--- config.mk ---
export PLATFORM = sky130hd
export DESIGN_NAME = accum_window
export DESIGN_NICKNAME = d
export VERILOG_FILES = /design/src/rtl/accum_window.sv
export SDC_FILE = /design/constraint.sdc
export NUM_CORES = 1
export LEC_CHECK = 0
export ABC_CLOCK_PERIOD_IN_PS = 4100
export CAP_MARGIN = 20
export CORE_MARGIN = 2
export CORE_UTILIZATION = 55
export DETAILED_ROUTE_END_ITERATION = 12
export GPL_TIMING_DRIVEN = 0
export PLACE_DENSITY = 0.88
export SYNTH_ARGS = -nofsm -noshare
export SYNTH_HDL_FRONTEND = slang
export SYNTH_SLANG_ARGS = --single-unit
--- constraint.sdc ---
create_clock -name clk -period 4.1 [get_ports clk]
set_input_delay 0.615 -clock clk [delete_from_list [all_inputs] [get_ports clk]]
set_output_delay 0.615 -clock clk [all_outputs]
set_load 0.05 [all_outputs]
--- src/rtl/accum_window.sv ---
// Windowed accumulation controller: gates samples into an external accumulator and queues one {sum, count, ovf} result per window.
// Latency: the result is pushed one cycle after the window's last sample and is visible at the queue head the following cycle.
// Backpressure: in_ready drops for one bubble cycle per window, and stays low while the result queue is full until a pop frees a slot.
// Optional overflow tracking is enabled by defining ACCUM_WINDOW_OVF_EN.
module accum_window #(
    parameter int IN_WIDTH   = 16,
    parameter int OUT_WIDTH  = 32,
    parameter int WIN_LEN    = 8,
    parameter int FIFO_DEPTH = 4
) (
    input  logic                 clk,
    input  logic                 rst,
    input  logic                 in_valid,
    output logic                 in_ready,
    input  logic [IN_WIDTH-1:0]  in_data,
    input  logic                 flush,
    output logic                 acc_en,
    output logic [IN_WIDTH-1:0]  acc_data,
    output logic                 acc_clr,
    input  logic [OUT_WIDTH-1:0] acc_q,
    output logic                 res_valid,
    input  logic                 res_ready,
    output logic [OUT_WIDTH-1:0] res_sum,
    output logic [15:0]          res_cnt,
    output logic                 res_ovf
);

    localparam int AW = $clog2(FIFO_DEPTH);

    typedef enum logic {RUN, DUMP} state_t;

    state_t         state;
    logic [15:0]    count;
    logic [15:0]    count_inc;
    logic           win_done;
    logic           flush_close;

    logic [OUT_WIDTH-1:0] mem_sum [FIFO_DEPTH];
    logic [15:0]          mem_cnt [FIFO_DEPTH];
    logic [AW-1:0]        wr_ptr;
    logic [AW-1:0]        rd_ptr;
    logic [AW:0]          used;
    logic                 fifo_full;
    logic                 push;
    logic                 pop;

    // Handshake, accumulator drive and queue control are all derived from the current state.
    always_comb begin
        in_ready    = !rst && (state == RUN);
        acc_en      = in_valid && in_ready;
        acc_data    = in_data;
        count_inc   = count + {15'd0, acc_en};
        win_done    = acc_en && (count_inc == 16'(WIN_LEN));
        // A flush only closes a window that holds at least one sample (including one accepted now).
        flush_close = flush && (count_inc != 16'd0);
        fifo_full   = (used == (AW+1)'(FIFO_DEPTH));
        res_valid   = !rst && (used != '0);
        pop         = res_valid && res_ready;
        // A pop in the same cycle frees the slot this push needs, even when the queue is full.
        push        = !rst && (state == DUMP) && (!fifo_full || pop);
        acc_clr     = rst || push;
    end

    // Window FSM: count accepted samples in RUN, hand the result to the queue in DUMP.
    always_ff @(posedge clk) begin
        if (rst) begin
            state <= RUN;
            count <= 16'd0;
        end else begin
            case (state)
                RUN: begin
                    count <= count_inc;
                    if (win_done || flush_close) begin
                        state <= DUMP;
                    end
                end
                DUMP: begin
                    if (push) begin
                        count <= 16'd0;
                        state <= RUN;
                    end
                end
                default: state <= RUN;
            endcase
        end
    end

`ifdef ACCUM_WINDOW_OVF_EN
    logic ovf_flag;
    logic carry;
    logic mem_ovf [FIFO_DEPTH];

    // acc_q + in_data carries out of OUT_WIDTH bits exactly when acc_q exceeds the headroom left by in_data.
    always_comb begin
        carry = acc_en && (acc_q > ({OUT_WIDTH{1'b1}} - OUT_WIDTH'(in_data)));
    end

    // Sticky per-window overflow flag, cleared when its window is handed to the queue.
    always_ff @(posedge clk) begin
        if (rst || push) begin
            ovf_flag <= 1'b0;
        end else if (carry) begin
            ovf_flag <= 1'b1;
        end
    end

    // Overflow bit storage alongside each queued result.
    always_ff @(posedge clk) begin
        if (push) begin
            mem_ovf[wr_ptr] <= ovf_flag;
        end
    end

    assign res_ovf = res_valid && mem_ovf[rd_ptr];
`else
    assign res_ovf = 1'b0;
`endif

    // Result storage; contents need no reset because the head is masked while the queue is empty.
    always_ff @(posedge clk) begin
        if (push) begin
            mem_sum[wr_ptr] <= acc_q;
            mem_cnt[wr_ptr] <= count;
        end
    end

    // Queue pointers wrap naturally since the depth is a power of two.
    always_ff @(posedge clk) begin
        if (rst) begin
            wr_ptr <= '0;
            rd_ptr <= '0;
            used   <= '0;
        end else begin
            if (push) begin
                wr_ptr <= wr_ptr + 1'b1;
            end
            if (pop) begin
                rd_ptr <= rd_ptr + 1'b1;
            end
            used <= used + (AW+1)'(push) - (AW+1)'(pop);
        end
    end

    assign res_sum = res_valid ? mem_sum[rd_ptr] : '0;
    assign res_cnt = res_valid ? mem_cnt[rd_ptr] : 16'd0;

endmodule

==> metrics.md <==
| Metric | Value |
|---|---|
| Clock Sinks | 218 |
| Met3 usage | 4.552% |
| Synth area leaders | edfxtp_1, mux4_2, dfxtp_1, and2_1, buf_4 |
| Count leader, synth | edfxtp_1 |
| Worst slew margin | 35.41% |
| Critical path arrival | 3.29 ns |
| Number of H-tree levels | 1 |
| Total Routed Length | 19700 um |
| Syn Area/Cell | 16.91 um^2 |
| Final non-filler cell total | 891 |
| Clk pin slew, worst setup/hold paths | 0.06 ns |
| Fin crit share | 95.19% |
| Post-route ant nets | 0 |
| Antenna violations before repair | 0 |
| Final setup fails | 0 |
| First-pass GRT wire length | 30300 um |
| CTS tree | built |
| Leakage | 0.003740 uW |
| Worst Max-Slew Pin Slew | 0.9584 ns |
| Async S/R FF share, synth | 0% |
| Placed Instances | 854 |
| Busiest layer in global routing | met2 |
| Max Cap Viol | 0 |
| Final Wtd Congestion | 0.9963 |
| Critical path type | flip-flop to output port |
| Starting density of the core | 56.44% |
| Sequential fraction of the synthesis area | 70.12% |
| Worst min path class | flip-flop to flip-flop |
| Peak Freq | 0.2562 GHz |
| Initial DRC count | 662 |
| Root Driver | clkbuf_16 |
| Clk_skew | 0.01021 ns |
| CP Capture Type | output port |
| Largest family of logic cells by synthesized area | multiplexers |
| Core Area | 15890 um^2 |
| Required @ worst endpoint | 3.48 ns |
| Post-synthesis mux area share | 12.30% |
| Syn. warnings | 0 |
| Synthesized-area fraction occupied by adder cells | 1.340% |
| Worst-Skew Late Latency | 0.50 ns |
| Post-synth top cells | edfxtp_1, and2_1, mux4_2 |
| Die Area | 17340 um^2 |
| Max clock buf depth | 3 |
| DR DRC count | 0 |
| # port buffers | 104 |
| Die Ht | 131.7 um |
| N_diodes | 0 |
| Post-synthesis compound-gate area fraction | 2.903% |
| XOR/XNOR Fraction of Synth Area | 1.075% |
| Final #Nets | 723 |
| Largest net degree at the start of global routing | 34 |
| DPL Wire Length | 12220 um |
| Util after Layout | 69.42% |
| Total CTS buffers | 21 |
| CP startpoint kind | flip-flop |
| Post-Synthesis Cells | 530 |
| Max FO, Critical Path | 10 |
| Fin. Hold Viols | 0 |
| Post-CTS Setup Inserts | 0 |
| Max-slew violation count | 0 |
| Main synth FF type | edfxtp_1 |
| Die Wd | 131.7 um |
| # fillers | 986 |
| Post-Syn Area | 8965 um^2 |
| Synth-to-Final Area Change | 23.01% |
| Avg WL per Cell | 22.11 um |
| Leading area contributor after synthesis | edfxtp_1 |
| Met1 GRT Util | 28.12% |
| Vias per inst | 5.919 |
| Mapped Nets | 592 |
| Post-CTS Hold Buffers | 0 |
| Via count | 5274 |
| Synth Area in Simple Gates | 8.653% |
| Status | finished, final reports clean |
| Share of layout cells above drive strength 1 | 18.07% |
| Distinct cell type count after synthesis | 46 |
| Std cell rows | 46 |
| GRT Total Usage | 22.74% |
| Post-cts sizing count | 4 |
| Max VDD drop | 263.5 uV |
| Final Critical Period | 3.903 ns |
| Ports | 122 |
| RSZ-0062 raised after global routing | no |
| Global Route met2 Usage | 39.76% |
| Yosys reg bits | 218 |
| Yosys top cell area share | 64.31% |
| PwrDens | 511.3 nW/um^2 |
| Post-synth EDFFs | 192 |
| Vias in the first global route | 5433 |
| Tot Pwr | 5639 uW |
| DR pass1 iterations | 7 |
| GRT overflow | 0 |
-- report_power, final --
| group | internal (uW) | switching, uW | total (uW) |
|---|---|---|---|
| logic | 493 | 798 | 1290 |
| clock network | 1060 | 784 | 1840 |
| registers | 2470 | 32.5 | 2510 |
| total | 4020 | 1610 | 5640 |
-- flip-flops by register name, summed over array words and instances (netlist names), named ones only --
name,flops
state,1
wr_ptr,2
rd_ptr,2
mem_sum,128
mem_cnt,64
used,3
count,16
-- stage by stage --
step	setup WS, ns	hold slack, ns	setup TNS, ns	instance area (um^2)
floorplan	0.4800	0.4548	0	8965
global placement	-0.07692	0.4917	-4.262	10280
detailed placement	-0.1154	0.5104	-0.8319	10360
CTS	0.01503	0.5204	0	11010
global route	0.05401	0.5355	0	11030
finish	0.1974	0.5217	0	11030
-- metal layers --
layer,vias to the layer above,share of wire [%]
li1,2285,-
met4,0,3.6
met2,334,51
met5,-,0
met1,2581,37
met3,74,8.6
-- path summary, 6_finish.rpt --
check / end / cells past startpoint / slack (ns) / from
worst min register to register: mem_cnt[3][12] / 0 / 0.52 / count[12]
worst max register to register: used[2] / 11 / 1.15 / used[2]
worst min-delay path: mem_cnt[3][12] / 0 / 0.52 / count[12]
worst max-delay path: res_sum[26] / 5 / 0.20 / flip-flop
-- critical path: stages (launching register included) --
cell	delay, ns
dfxtp_1	0.38
clkbuf_1	0.53
clkbuf_1	0.59
mux4_2	0.41
and2_1	0.18
clkdlybuf4s50_1	0.70
-- layout make-up --
cell class / instances / area (um^2) / area share [%]
multi-input cells: 255 / 2366 / 21.45
clock buffers: 22 / 529.3 / 4.799
flip-flops and latches: 218 / 6286 / 57.00
plain buffers: 47 / 285.3 / 2.587
well taps: 216 / 270.3 / 2.451
inverters: 10 / 37.54 / 0.3404
clock inverters: 15 / 118.9 / 1.078
repair buffers: 108 / 1135 / 10.29
-- cell usage in the layout (no fill, tap or decap), types with 4 or more instances in the layout --
master	n
mux4_2	48
o21ai_0	4
clkbuf_1	17
clkbuf_16	21
and2_2	4
nand3_1	7
edfxtp_1	192
dfxtp_1	26
clkinv_2	4
nand2_1	5
nor2_1	34
buf_2	4
nor3_1	11
inv_1	9
dlymetal6s2s_1	7
and2_1	50
nand4_1	8
buf_6	4
o21ai_1	10
buf_12	4
buf_4	18
xnor2_1	10
ha_1	8
a21oi_1	14
clkdlybuf4s50_1	94
nor4_1	4
clkinv_1	8
-- cell families (layout without fill, tap and decap cells) --
kind of cell    Yosys count  in the layout
xor+xnor                 11             11
buf+inv                  57            202
compound gates           42             42
fa+ha+maj                 9              9
other cells               1              1
simple gates            142            142
mux                      50             50
flops                   218            218
Power figures use the tool's default switching activity.
